**src/rtl/reg_select_encoder_if.sv**
```systemverilog
// Request/selection bundle for reg_select_encoder: a vector-in handshake and a
// selection-out handshake. The DUT uses the slave modport; the producer/consumer side uses master.
interface reg_select_encoder_if;
    // Both handshakes follow strict valid/ready semantics. A transfer happens on a
    // rising clk edge where valid and ready are both high. A valid payload holds
    // stable until it transfers. Ready may change freely and carries no commitment.
    logic        req_valid;
    logic [15:0] req_vec;
    logic        req_ready;
    logic        out_valid;
    logic        out_ready;
    logic [2:0]  select_reg;
    logic        size;
    logic        select_high_low;
    logic        conflict;
    logic        dbg_state;

    modport slave (
        input  req_valid, req_vec, out_ready,
        output req_ready, out_valid, select_reg, size, select_high_low, conflict, dbg_state
    );

    modport master (
        output req_valid, req_vec, out_ready,
        input  req_ready, out_valid, select_reg, size, select_high_low, conflict, dbg_state
    );
endinterface

```
**src/rtl/reg_select_encoder.sv**
```systemverilog
// Turns a multi-hot 16-bit register-enable vector into one (reg, size, high/low)
// selection per handshake, lowest set bit first, and flags 16/8-bit overlaps.
module reg_select_encoder (
    input  logic                  clk,
    input  logic                  reset_n,
    reg_select_encoder_if.slave   bus
);
    typedef enum logic {IDLE = 1'b0, ISSUE = 1'b1} state_t;

    state_t      r_state;
    logic [15:0] r_pending;
    logic        r_conflict;
    logic        r_req_ready;
    logic        r_out_valid;
    logic [2:0]  r_select_reg;
    logic        r_size;
    logic        r_select_high_low;

    logic [15:0] w_next_pending;
    logic        w_req_conflict;
    logic [4:0]  w_enc_req;
    logic [4:0]  w_enc_next;

    // Packs {select_reg, size, select_high_low} for the lowest set bit of v.
    function automatic logic [4:0] encode(input logic [15:0] v);
        logic [3:0] k;
        logic [4:0] res;
        k = 4'd0;
        for (int i = 15; i >= 0; i--) begin
            if (v[i]) k = 4'(i);
        end
        if (v == 16'd0)        res = 5'd0;
        else if (k < 4'd8)     res = {k[2:0], 1'b1, 1'b0};
        else if (k < 4'd12)    res = {1'b0, k[1:0], 1'b0, 1'b1};
        else                   res = {1'b0, k[1:0], 1'b0, 1'b0};
        return res;
    endfunction

    // Subtracting one and masking drops exactly the lowest set bit.
    assign w_next_pending = r_pending & (r_pending - 16'd1);
    assign w_req_conflict = |(bus.req_vec[3:0] & (bus.req_vec[11:8] | bus.req_vec[15:12]));
    assign w_enc_req      = encode(bus.req_vec);
    assign w_enc_next     = encode(w_next_pending);

    always_ff @(posedge clk or negedge reset_n) begin
        if (!reset_n) begin
            r_state           <= IDLE;
            r_pending         <= 16'd0;
            r_conflict        <= 1'b0;
            r_req_ready       <= 1'b1;
            r_out_valid       <= 1'b0;
            r_select_reg      <= 3'd0;
            r_size            <= 1'b0;
            r_select_high_low <= 1'b0;
        end else begin
            case (r_state)
                IDLE: begin
                    if (bus.req_valid) begin
                        r_pending  <= bus.req_vec;
                        r_conflict <= w_req_conflict;
                        if (bus.req_vec != 16'd0) begin
                            r_state     <= ISSUE;
                            r_req_ready <= 1'b0;
                            r_out_valid <= 1'b1;
                            {r_select_reg, r_size, r_select_high_low} <= w_enc_req;
                        end
                    end
                end
                ISSUE: begin
                    if (bus.out_ready) begin
                        r_pending <= w_next_pending;
                        if (w_next_pending == 16'd0) begin
                            r_state     <= IDLE;
                            r_req_ready <= 1'b1;
                            r_out_valid <= 1'b0;
                            {r_select_reg, r_size, r_select_high_low} <= 5'd0;
                        end else begin
                            {r_select_reg, r_size, r_select_high_low} <= w_enc_next;
                        end
                    end
                end
                default: begin
                    r_state <= IDLE;
                end
            endcase
        end
    end

    assign bus.req_ready       = r_req_ready;
    assign bus.out_valid       = r_out_valid;
    assign bus.select_reg      = r_select_reg;
    assign bus.size            = r_size;
    assign bus.select_high_low = r_select_high_low;
    assign bus.conflict        = r_conflict;
    assign bus.dbg_state       = r_state;
endmodule

```
**src/flat_wrapper.sv**
```systemverilog
// flat-port wrapper written by rule: the top's interface ports become plain ports
module reg_select_encoder_flat 
  (clk, reset_n, bus_req_valid, bus_req_vec, bus_out_ready, bus_req_ready, bus_out_valid, bus_select_reg, bus_size, bus_select_high_low, bus_conflict, bus_dbg_state);
  reg_select_encoder_if bus_i ();
  input  logic clk;
  input  logic reset_n;
  input wire logic [$bits(bus_i.req_valid)-1:0] bus_req_valid;
  input wire logic [$bits(bus_i.req_vec)-1:0] bus_req_vec;
  input wire logic [$bits(bus_i.out_ready)-1:0] bus_out_ready;
  output wire logic [$bits(bus_i.req_ready)-1:0] bus_req_ready;
  output wire logic [$bits(bus_i.out_valid)-1:0] bus_out_valid;
  output wire logic [$bits(bus_i.select_reg)-1:0] bus_select_reg;
  output wire logic [$bits(bus_i.size)-1:0] bus_size;
  output wire logic [$bits(bus_i.select_high_low)-1:0] bus_select_high_low;
  output wire logic [$bits(bus_i.conflict)-1:0] bus_conflict;
  output wire logic [$bits(bus_i.dbg_state)-1:0] bus_dbg_state;
  assign bus_i.req_valid = bus_req_valid;
  assign bus_i.req_vec = bus_req_vec;
  assign bus_i.out_ready = bus_out_ready;
  assign bus_req_ready = bus_i.req_ready;
  assign bus_out_valid = bus_i.out_valid;
  assign bus_select_reg = bus_i.select_reg;
  assign bus_size = bus_i.size;
  assign bus_select_high_low = bus_i.select_high_low;
  assign bus_conflict = bus_i.conflict;
  assign bus_dbg_state = bus_i.dbg_state;
  reg_select_encoder u_core (.clk(clk), .reset_n(reset_n), .bus(bus_i));
endmodule
```
**config.mk**
```make
export PLATFORM = sky130hd
export DESIGN_NAME = reg_select_encoder_flat
export DESIGN_NICKNAME = d
export VERILOG_FILES = /design/src/rtl/reg_select_encoder_if.sv /design/src/rtl/reg_select_encoder.sv /design/src/flat_wrapper.sv
export SDC_FILE = /design/constraint.sdc
export NUM_CORES = 1
export LEC_CHECK = 0
export ABC_AREA = 1
export ABC_CLOCK_PERIOD_IN_PS = 2200
export CAP_MARGIN = 20
export CELL_PAD_IN_SITES_DETAIL_PLACEMENT = 0
export CELL_PAD_IN_SITES_GLOBAL_PLACEMENT = 1
export CORE_UTILIZATION = 37
export CTS_CLUSTER_SIZE = 14
export DETAILED_ROUTE_END_ITERATION = 6
export PLACE_DENSITY_LB_ADDON = 0.1
export SYNTH_ARGS = -nofsm -noshare
export SYNTH_HDL_FRONTEND = slang
export SYNTH_SLANG_ARGS = --single-unit
```
**constraint.sdc**
```tcl
create_clock -name clk -period 2.2 [get_ports clk]
set_clock_uncertainty 0.05 [all_clocks]
set_input_delay 0.44 -clock clk [delete_from_list [all_inputs] [get_ports clk]]
set_output_delay 0.44 -clock clk [all_outputs]
set_load 0.02 [all_outputs]
```
After elaboration in Yosys (flattened, before gate mapping)
Cells that the tools add are included.
W data, S select, Z words.
Word-level totals
  bits in registers: 25
  bits of input ports: 20
  output and inout bits: 9
Cells by class
  add/sub/neg operators: 1
  magnitude comparators: 4
  equal/unequal tests: 4
  multiplexer cells: 70
  bitwise gates (word level): 4
  reductions and logical operators: 8
Operators with widths (count)
  $mux W4: 32
  $logic_not A16 Y1: 2
  $mux W16: 2
  $pmux W16 S2: 1
  $mux W1: 22
  $and A16 B16 Y16: 1
  $lt A4 B4 Y1 const B: 4
  $reduce_bool A16 Y1: 1
  $sub A16 B1 Y16 const B: 1
  $mux W5: 3
  $mux W3: 4
  $pmux W1 S2: 5
  $ne A2 B2 Y1 const B: 3
  $pmux W3 S2: 1
  $and A4 B4 Y4: 1
  $or A4 B4 Y4: 1
  $reduce_and A2 Y1: 2
  $reduce_and A4 Y1: 1
  $reduce_or A4 Y1: 1
  $reduce_and A3 Y1: 1
  $ne A2 B1 Y1 const B: 1
  $not A1 Y1: 1

Longest topological paths before layout
Gate-level depths: netlist of run 1.
  word-level depth: 24
  mapped depth: 21
  depth with buffers taken out: 21

Least setup slack after synthesis of run 1
Ideal clock, no wire load.
  path type: flip-flop to flip-flop
  from: register u_core.r_pending[1]
  to: register u_core.r_select_reg[0], in the netlist u_core.bus.select_reg[0]
  setup time: 73 ps
  arrival time: 1655 ps
  required time: 2077 ps
  slack: 422 ps
  cell stages (with the launch flop): 20
  path through: dfrtp_1 nor2_4 nand3_4 nor2_4 nand3_2 o21ai_2 nand2_1 nand2_1 nand2_1 nand2_1 nand2_1 nand2_1 nand2_1 nand2_1 nand2_1 nand2_1 nand2_1 nand2_1 nand2_1 a21oi_2
Between the ends
  longest elaborated chain between the ends: 22
  elaborated cells between the ends (all ways): 23
  classes of those cells: 1 x add/sub; 20 x mux; 1 x bitwise; 1 x reduce/logical
Ends and longest elaborated chain
  start: declaration: line reg_select_encoder.sv:11  | logic [15:0] r_pending;
  start signal: assignment: line reg_select_encoder.sv:59  | r_pending <= bus.req_vec;
  start signal: assignment: line reg_select_encoder.sv:71  | r_pending <= w_next_pending;
  $sub A16 B1 Y16: line reg_select_encoder.sv:40  | assign w_next_pending = r_pending & (r_pending - 16'd1);
  $and A16 B16 Y16 (*): line reg_select_encoder.sv:40
  $mux W4 (16 in series): line reg_select_encoder.sv:30  | if (v[i]) k = 4'(i);
  $mux W5: line reg_select_encoder.sv:33  | else if (k < 4'd8) res = {k[2:0], 1'b1, 1'b0};
  $mux W3 (*): line reg_select_encoder.sv:72  | if (w_next_pending == 16'd0) begin
  $mux W3 (*): line reg_select_encoder.sv:70  | if (bus.out_ready) begin
  $pmux W3 S2 (*): line reg_select_encoder.sv:56  | case (r_state)
  end signal: assignment: line reg_select_encoder.sv:65  | {r_select_reg, r_size, r_select_high_low} <= w_enc_req;
  end signal: assignment: line reg_select_encoder.sv:78  | {r_select_reg, r_size, r_select_high_low} <= w_enc_next;
  end: declaration: line reg_select_encoder.sv:15  | logic [2:0] r_select_reg;
Mark *: on every way between the ends. The rest lies on a longest branch, timed or not. The select of a mux whose other input is x is not followed.
A chain may end at the register's enable or synchronous reset.

Worst setup path in the final report of run 1
  from: register u_core.r_pending[0]
  to: register u_core.r_select_reg[1], in the netlist u_core.bus.select_reg[1]
The elaborated chain is that of the path after synthesis.

==> reports/results.txt, run 1 <==
Status: complete, no violations
Worst Setup End Kind: register
Synthesized flop and latch total: 25
Max Cap Viol: 0
Register area share after synthesis: 36.7%
Slew margin rel.: 76.2%
WL final: 4930 µm
M3 GR Usage: 2.89%
Final setup fails: 0
Crit path largest cell delay: 0.43 ns
Grt peak-use layer: met2
Total GRT Usage: 21.8%
Fin nets: 330
Clock power share: 8.6%
Share of cells above drive strength 1: 17.8%
Clk pin slew, worst setup/hold paths: 0.09 ns
Die footprint: 0.00489 mm²
Reg power frac: 25.8%
Max FFs per register: 16
Port bufs: 28
Setup CP Type: register to register
Drt initial violations: 66
WP data required: 2.35 ns
LEAKAGE: 0.00115 µW
Reg area: 627 µm²
RSZ-0062 raised after global routing: yes
Crit start category: register
IO Count: 29
WP data arrival: 2.19 ns
Num CTS Buffers: 3
Final GP Congestion: 0.862
First-pass detailed-route iteration total: 4
Post-DR wirelength/cell: 13.6 µm
Area grow syn2layout: 36.2%
Initial antenna violation count: 0
Row count: 24
Crit path cell chain: nor2_4, nand3_4, nor2_4, nand3_4, o21ai_4, nand2_1, a21oi_1, o21ai_1, a21oi_1, o211ai_1, a21oi_1
Final ANT Viol Nets: 0
Distinct cells, synth: 33
Total gr overflow: 0
HPWL reported at the end of detailed placement: 3890 µm
Total negative slack: 0 ns
Cells after Synth: 254
Max-slew violations: 0
Via count: 1778
CP max-delay cell: dfrtp_1
First-pass GRT wire length: 8430 µm
Worst skew pair latency: 0.27 ns
Most frequent CP cell: a21oi_1
Hold Fails Final Rpt: 0
Pwr Density: 1390 mW/mm²
Netlist Area Pre-Place: 0.00171 mm²
Min-Delay Path Class: register to register
Post-Syn Nets: 274
Pint: 1680 µW
CTS tree: built
Hold_buf cts: 0
Most common cell after layout, fill and taps aside: nand2_1
Met2 usage: 33.5%
Crit-path max FO: 4
Ant. Diodes: 0
Initial core utilization: 39.0%
Post-route DRC violation count: 0
Largest net degree at the start of global routing: 26
Dpl cell area: 0.00220 mm²
Vias in the first global route: 1750
Final Non-Filler Cells: 361
Post-route cell area: 0.00233 mm²
Clock Tree Root: clkbuf_8
Core Box Area: 0.00438 mm²
Comb power frac: 65.6%
Peak Freq: 491 MHz
Fillers: 469
Commonest cells after routing, fill and taps aside: 55 x nand2_1, 34 x o21ai_0, 33 x nor2_1, 32 x inv_1, 28 x clkdlybuf4s50_1
Die Wd: 69.9 µm
Multi-input gate area: 957 µm²
Vias/cell: 4.93
Minimum clock period: 2.04 ns
Tightest Pin Transition: 0.357 ns
YS warnings: 0
Synthesized area per cell: 6.72 µm²
CTS sink count: 25
Sw power: 1550 µW
Clock buffer depth: 2
Grt met1 use: 31.9%
Net Sw Frac: 48.0%
H-tree levels: 1
Dpl cells: 352
VDD IR max: 0.672 mV
Die Height: 69.9 µm
Final period utilization: 92.6%
Total Power: 3230 µW
Core Util, Final: 53.1%
[critical path: cells and delay by family, from the launching register on]
kind | cells | cell delay, ns
AND/OR/NAND/NOR | 5 | 0.64
flip-flops | 1 | 0.43
AO/OA/AOI/OAI | 6 | 0.84
[Yosys cell counts (all sizes together)]
cell type | count | area share [%]
nand2 | 57 | 13
o21ai | 43 | 13
nor2 | 40 | 10
inv | 38 | 8.5
dfrtp | 24 | 35
a21oi | 16 | 4.9
nand3 | 8 | 3.4
o211ai | 5 | 2.2
a31oi | 3 | 1.1
clkbuf | 3 | 0.66
nand4 | 3 | 1.1
nor3 | 2 | 0.59
o22ai | 2 | 0.73
a311oi | 1 | 0.51
buf | 1 | 0.66
clkinv | 1 | 0.22
dfstp | 1 | 1.5
mux2 | 1 | 0.66
nand3b | 1 | 0.44
nor4 | 1 | 0.37
o21a | 1 | 0.44
o21bai | 1 | 0.44
o31ai | 1 | 0.44
[power groups by stage]
stage          clock network, µW  logic (µW)  registers, µW
2_1_floorplan                  0        1220            896
3_3_place_gp                   0        1960            822
3_5_place_dp                   0        1950            826
4_1_cts                      300        1970            817
5_1_grt                      309        2390            863
6_report                     279        2120            832
[metrics by stage]
step / setup WS, ns / hold slack, ns
after floorplan: 0.422 / 0.0944
after global placement: 0.0672 / 0.430
after detailed placement: 0.0691 / 0.426
after CTS: 0.0695 / 0.450
after global routing: -0.0371 / 0.472
final: 0.163 / 0.437
[worst paths after layout]
kind	start	to	slack, ns	depth (start not counted)
setup / recovery	u_core.r_pending[0]	u_core.bus.select_reg[1]	0.16	11
max in group asynchronous	reset_n	u_core.bus.req_ready	1.31	2
hold / removal	u_core.bus.out_valid	u_core.bus.out_valid	0.44	2
min in group asynchronous	reset_n	u_core.r_pending[4]	0.49	2
setup reg to reg	u_core.r_pending[0]	u_core.bus.select_reg[1]	0.16	11
hold reg to reg	u_core.bus.out_valid	u_core.bus.out_valid	0.44	2
[layer usage]
metal  vias to the layer above  share of wire (%)
li1                        944                  -
met1                       794                 50
met4                         0               0.81
met5                         -                  0
met2                        36                 45
met3                         4                3.6
[repair_timing]
action | 4_1_cts | 5_1_grt
setup buffers | 0 | 5
endpoints found under the hold margin | 0 | 0
setup endpoints to repair | 0 | 5
gates resized for setup | 0 | 10
[cell families after synthesis]
logic type / share of synthesized area, %
muxes: 0.659
AOI/OAI and AO/OA: 23.8
DFF: 36.7
and+or+nand+nor: 28.8
buffers and inverters: 10.0
[cell type report]
type	count	share of cell area [%]
well taps	52	2.80
inverters	39	6.40
clock buffers	4	1.94
flip-flops and latches	25	26.9
multi-input cells	186	41.2
repair buffers	55	20.8
Note: power is estimated with default switching activity, not from simulation.
==> inputs of run 2 (changes only) <==
--- a/config.mk
+++ b/config.mk
@@ -6,14 +6,14 @@
 export NUM_CORES = 1
 export LEC_CHECK = 0
 export ABC_AREA = 1
-export ABC_CLOCK_PERIOD_IN_PS = 2200
+export ABC_CLOCK_PERIOD_IN_PS = 1700
 export CAP_MARGIN = 20
 export CELL_PAD_IN_SITES_DETAIL_PLACEMENT = 0
 export CELL_PAD_IN_SITES_GLOBAL_PLACEMENT = 1
-export CORE_UTILIZATION = 37
+export CORE_UTILIZATION = 34
 export CTS_CLUSTER_SIZE = 14
 export DETAILED_ROUTE_END_ITERATION = 6
-export PLACE_DENSITY_LB_ADDON = 0.1
+export PLACE_DENSITY = 0.87
 export SYNTH_ARGS = -nofsm -noshare
 export SYNTH_HDL_FRONTEND = slang
 export SYNTH_SLANG_ARGS = --single-unit
==> constraint.sdc (replaced) <==
create_clock -name clk -period 1.7 [get_ports clk]
set_clock_uncertainty 0.05 [all_clocks]
set_input_delay 0.34 -clock clk [delete_from_list [all_inputs] [get_ports clk]]
set_output_delay 0.34 -clock clk [all_outputs]
set_load 0.02 [all_outputs]
==> reports/results.txt, run 2 (synthesized netlist as in run 1, its figures left out) <==
Status: finished, violations left
Failing checks: setup timing
Core Box Area: 0.00479 mm² (+9.2%)
Clock buffer depth: 2 (unchanged)
Worst Setup End Kind: register
Largest net degree at the start of global routing: 26 (unchanged)
Cell family with most CP delay: buffers and inverters
Fillers: 470 (+0.21%)
RSZ-0062 raised after global routing: yes
Pwr Density: 1870 mW/mm² (+35%)
Crit-path max FO: 4 (unchanged)
Total Power: 5300 µW (+64%)
Most frequent CP cell: buf_6
First-pass detailed-route iteration total: 5 (+1)
Min-Delay Path Class: primary input to asynchronous set/reset pin
H-tree levels: 1 (unchanged)
Hold_buf cts: 0 (unchanged)
Core Util, Final: 59.1% (+6.1 points)
WL final: 5500 µm (+12%)
Fin nets: 386 (+17%)
Worst skew pair latency: 0.27 ns (about the same)
CTS sink count: 25 (unchanged)
CP bufs+invs: 9 (+9)
Max FFs per register: 16 (unchanged)
Dpl cell area: 0.00259 mm² (+18%)
Setup CP Type: register to register
Max Cap Viol: 0 (unchanged)
Post-route cell area: 0.00283 mm² (+22%)
Initial antenna violation count: 0 (unchanged)
Clk pin slew, worst setup/hold paths: 0.10 ns (about the same)
Final ANT Viol Nets: 0 (unchanged)
Die Wd: 72.9 µm (+4.2%)
CTS tree: built
Tightest Pin Transition: 0.348 ns (-0.00852 ns)
CP max-delay cell: dfrtp_1
Crit path largest cell delay: 0.41 ns (-0.02 ns)
Die footprint: 0.00531 mm² (+8.6%)
Final GP Congestion: 0.949 (+10%)
Peak Freq: 480 MHz (-2.2%)
Crit path cell chain: buf_6, inv_4, nand2_2, nor2_4, nand3_4, o21ai_4, buf_6, buf_6, buf_6, buf_6, buf_6, buf_6, buf_6, nand2_1, o211ai_1, o21ai_1
Max-slew violations: 0 (unchanged)
Hold Fails Final Rpt: 0 (unchanged)
Vias/cell: 4.73 (-3.9%)
Area grow syn2layout: 65.7%
Minimum clock period: 2.08 ns (+0.0450 ns)
Reg area: 627 µm² (unchanged)
Die Height: 72.9 µm (+4.2%)
Drt initial violations: 114 (+73%)
Total gr overflow: 0 (unchanged)
First-pass GRT wire length: 9090 µm (+7.8%)
IO Count: 29 (unchanged)
Slew margin rel.: 76.8% (+0.57 points)
Share of cells above drive strength 1: 33.4% (+16 points)
Worst slack, placed: -0.378 ns (-0.447 ns)
Vias in the first global route: 1952 (+12%)
Crit start category: register
Commonest cells after routing, fill and taps aside: 74 x buf_4, 52 x nand2_1, 32 x nor2_1, 32 x o21ai_0, 29 x inv_1
Total negative slack: -2.51 ns (-2.51 ns)
VDD IR max: 0.903 mV (+34%)
WP data arrival: 2.20 ns (about the same)
Post-DR wirelength/cell: 12.7 µm (-6.7%)
Initial core utilization: 35.7% (-3.3 points)
Port bufs: 28 (unchanged)
Final period utilization: 122% (+30 points)
Clock Tree Root: clkbuf_8
Most common cell after layout, fill and taps aside: buf_4
LEAKAGE: 0.00144 µW (+24%)
Num CTS Buffers: 3 (unchanged)
Final worst setup slack: -0.382 ns (-0.545 ns)
Multi-input gate area: 988 µm² (+3.3%)
Total GRT Usage: 22.3% (+0.53 points)
Post-route DRC violation count: 0 (unchanged)
WP data required: 1.81 ns (-0.54 ns)
HPWL reported at the end of detailed placement: 4220 µm (+8.6%)
Ant. Diodes: 0 (unchanged)
Row count: 25 (+4.2%)
Via count: 2045 (+15%)
Final setup fails: 9 (+9)
## run 2: path summary, 6_finish.rpt
| kind | slack, ns | cells past startpoint | from | endpoint |
|---|---|---|---|---|
| worst max-delay path | -0.38 | 16 | u_core.r_pending[5] | u_core.r_pending[12] |
| worst min-delay path | 0.38 | 2 | reset_n | u_core.r_pending[14] |
| worst max register to register | -0.38 | 16 | u_core.r_pending[5] | u_core.r_pending[12] |
| worst min register to register | 0.44 | 2 | u_core.bus.out_valid | u_core.bus.out_valid |
| max in group asynchronous | 0.91 | 2 | reset_n | u_core.bus.req_ready |
| min in group clk | 0.44 | 2 | u_core.bus.out_valid | u_core.bus.out_valid |
## run 2: where the power goes
| group | switching (µW) | internal, µW | total (µW) |
|---|---|---|---|
| clock | 198 | 168 | 366 |
| combinational | 1970 | 1920 | 3900 |
| sequential | 173 | 861 | 1030 |
| total | 2340 | 2950 | 5300 |
## run 2: timing repair
| action | CTS | global route |
|---|---|---|
| buffers inserted | 4 | 9 |
| gates resized for setup | 18 | 16 |
| pin swaps | 10 | 2 |
| gates cloned | 0 | 0 |
| setup endpoints to repair | 11 | 11 |
## run 2: per-stage QoR
stage	hold slack, ns	std cells
2_1_floorplan	-0.00559	254
3_3_place_gp	0.422	416
3_5_place_dp	0.435	416
4_1_cts	0.390	423
5_1_grt	0.404	432
6_report	0.378	432
## run 2: routing by layer
| metal | up-vias | wire (µm) | global-route usage [%] |
|---|---|---|---|
| met5 | - | 0 | 0 |
| li1 | 1060 | - | - |
| met3 | 4 | 179 | 2.21 |
| met1 | 948 | 2600 | 31.2 |
| met2 | 33 | 2680 | 37.2 |
| met4 | 0 | 42 | 5.23 |
## run 2: cell type report
| cell class | count | share of cell area (%) |
|---|---|---|
| multi-input combinational | 186 | 34.9 |
| timing repair buffer | 111 | 33.0 |
| sequential | 25 | 22.1 |
| inverter | 39 | 5.35 |
| tap | 67 | 2.96 |
| clock buffer | 4 | 1.59 |
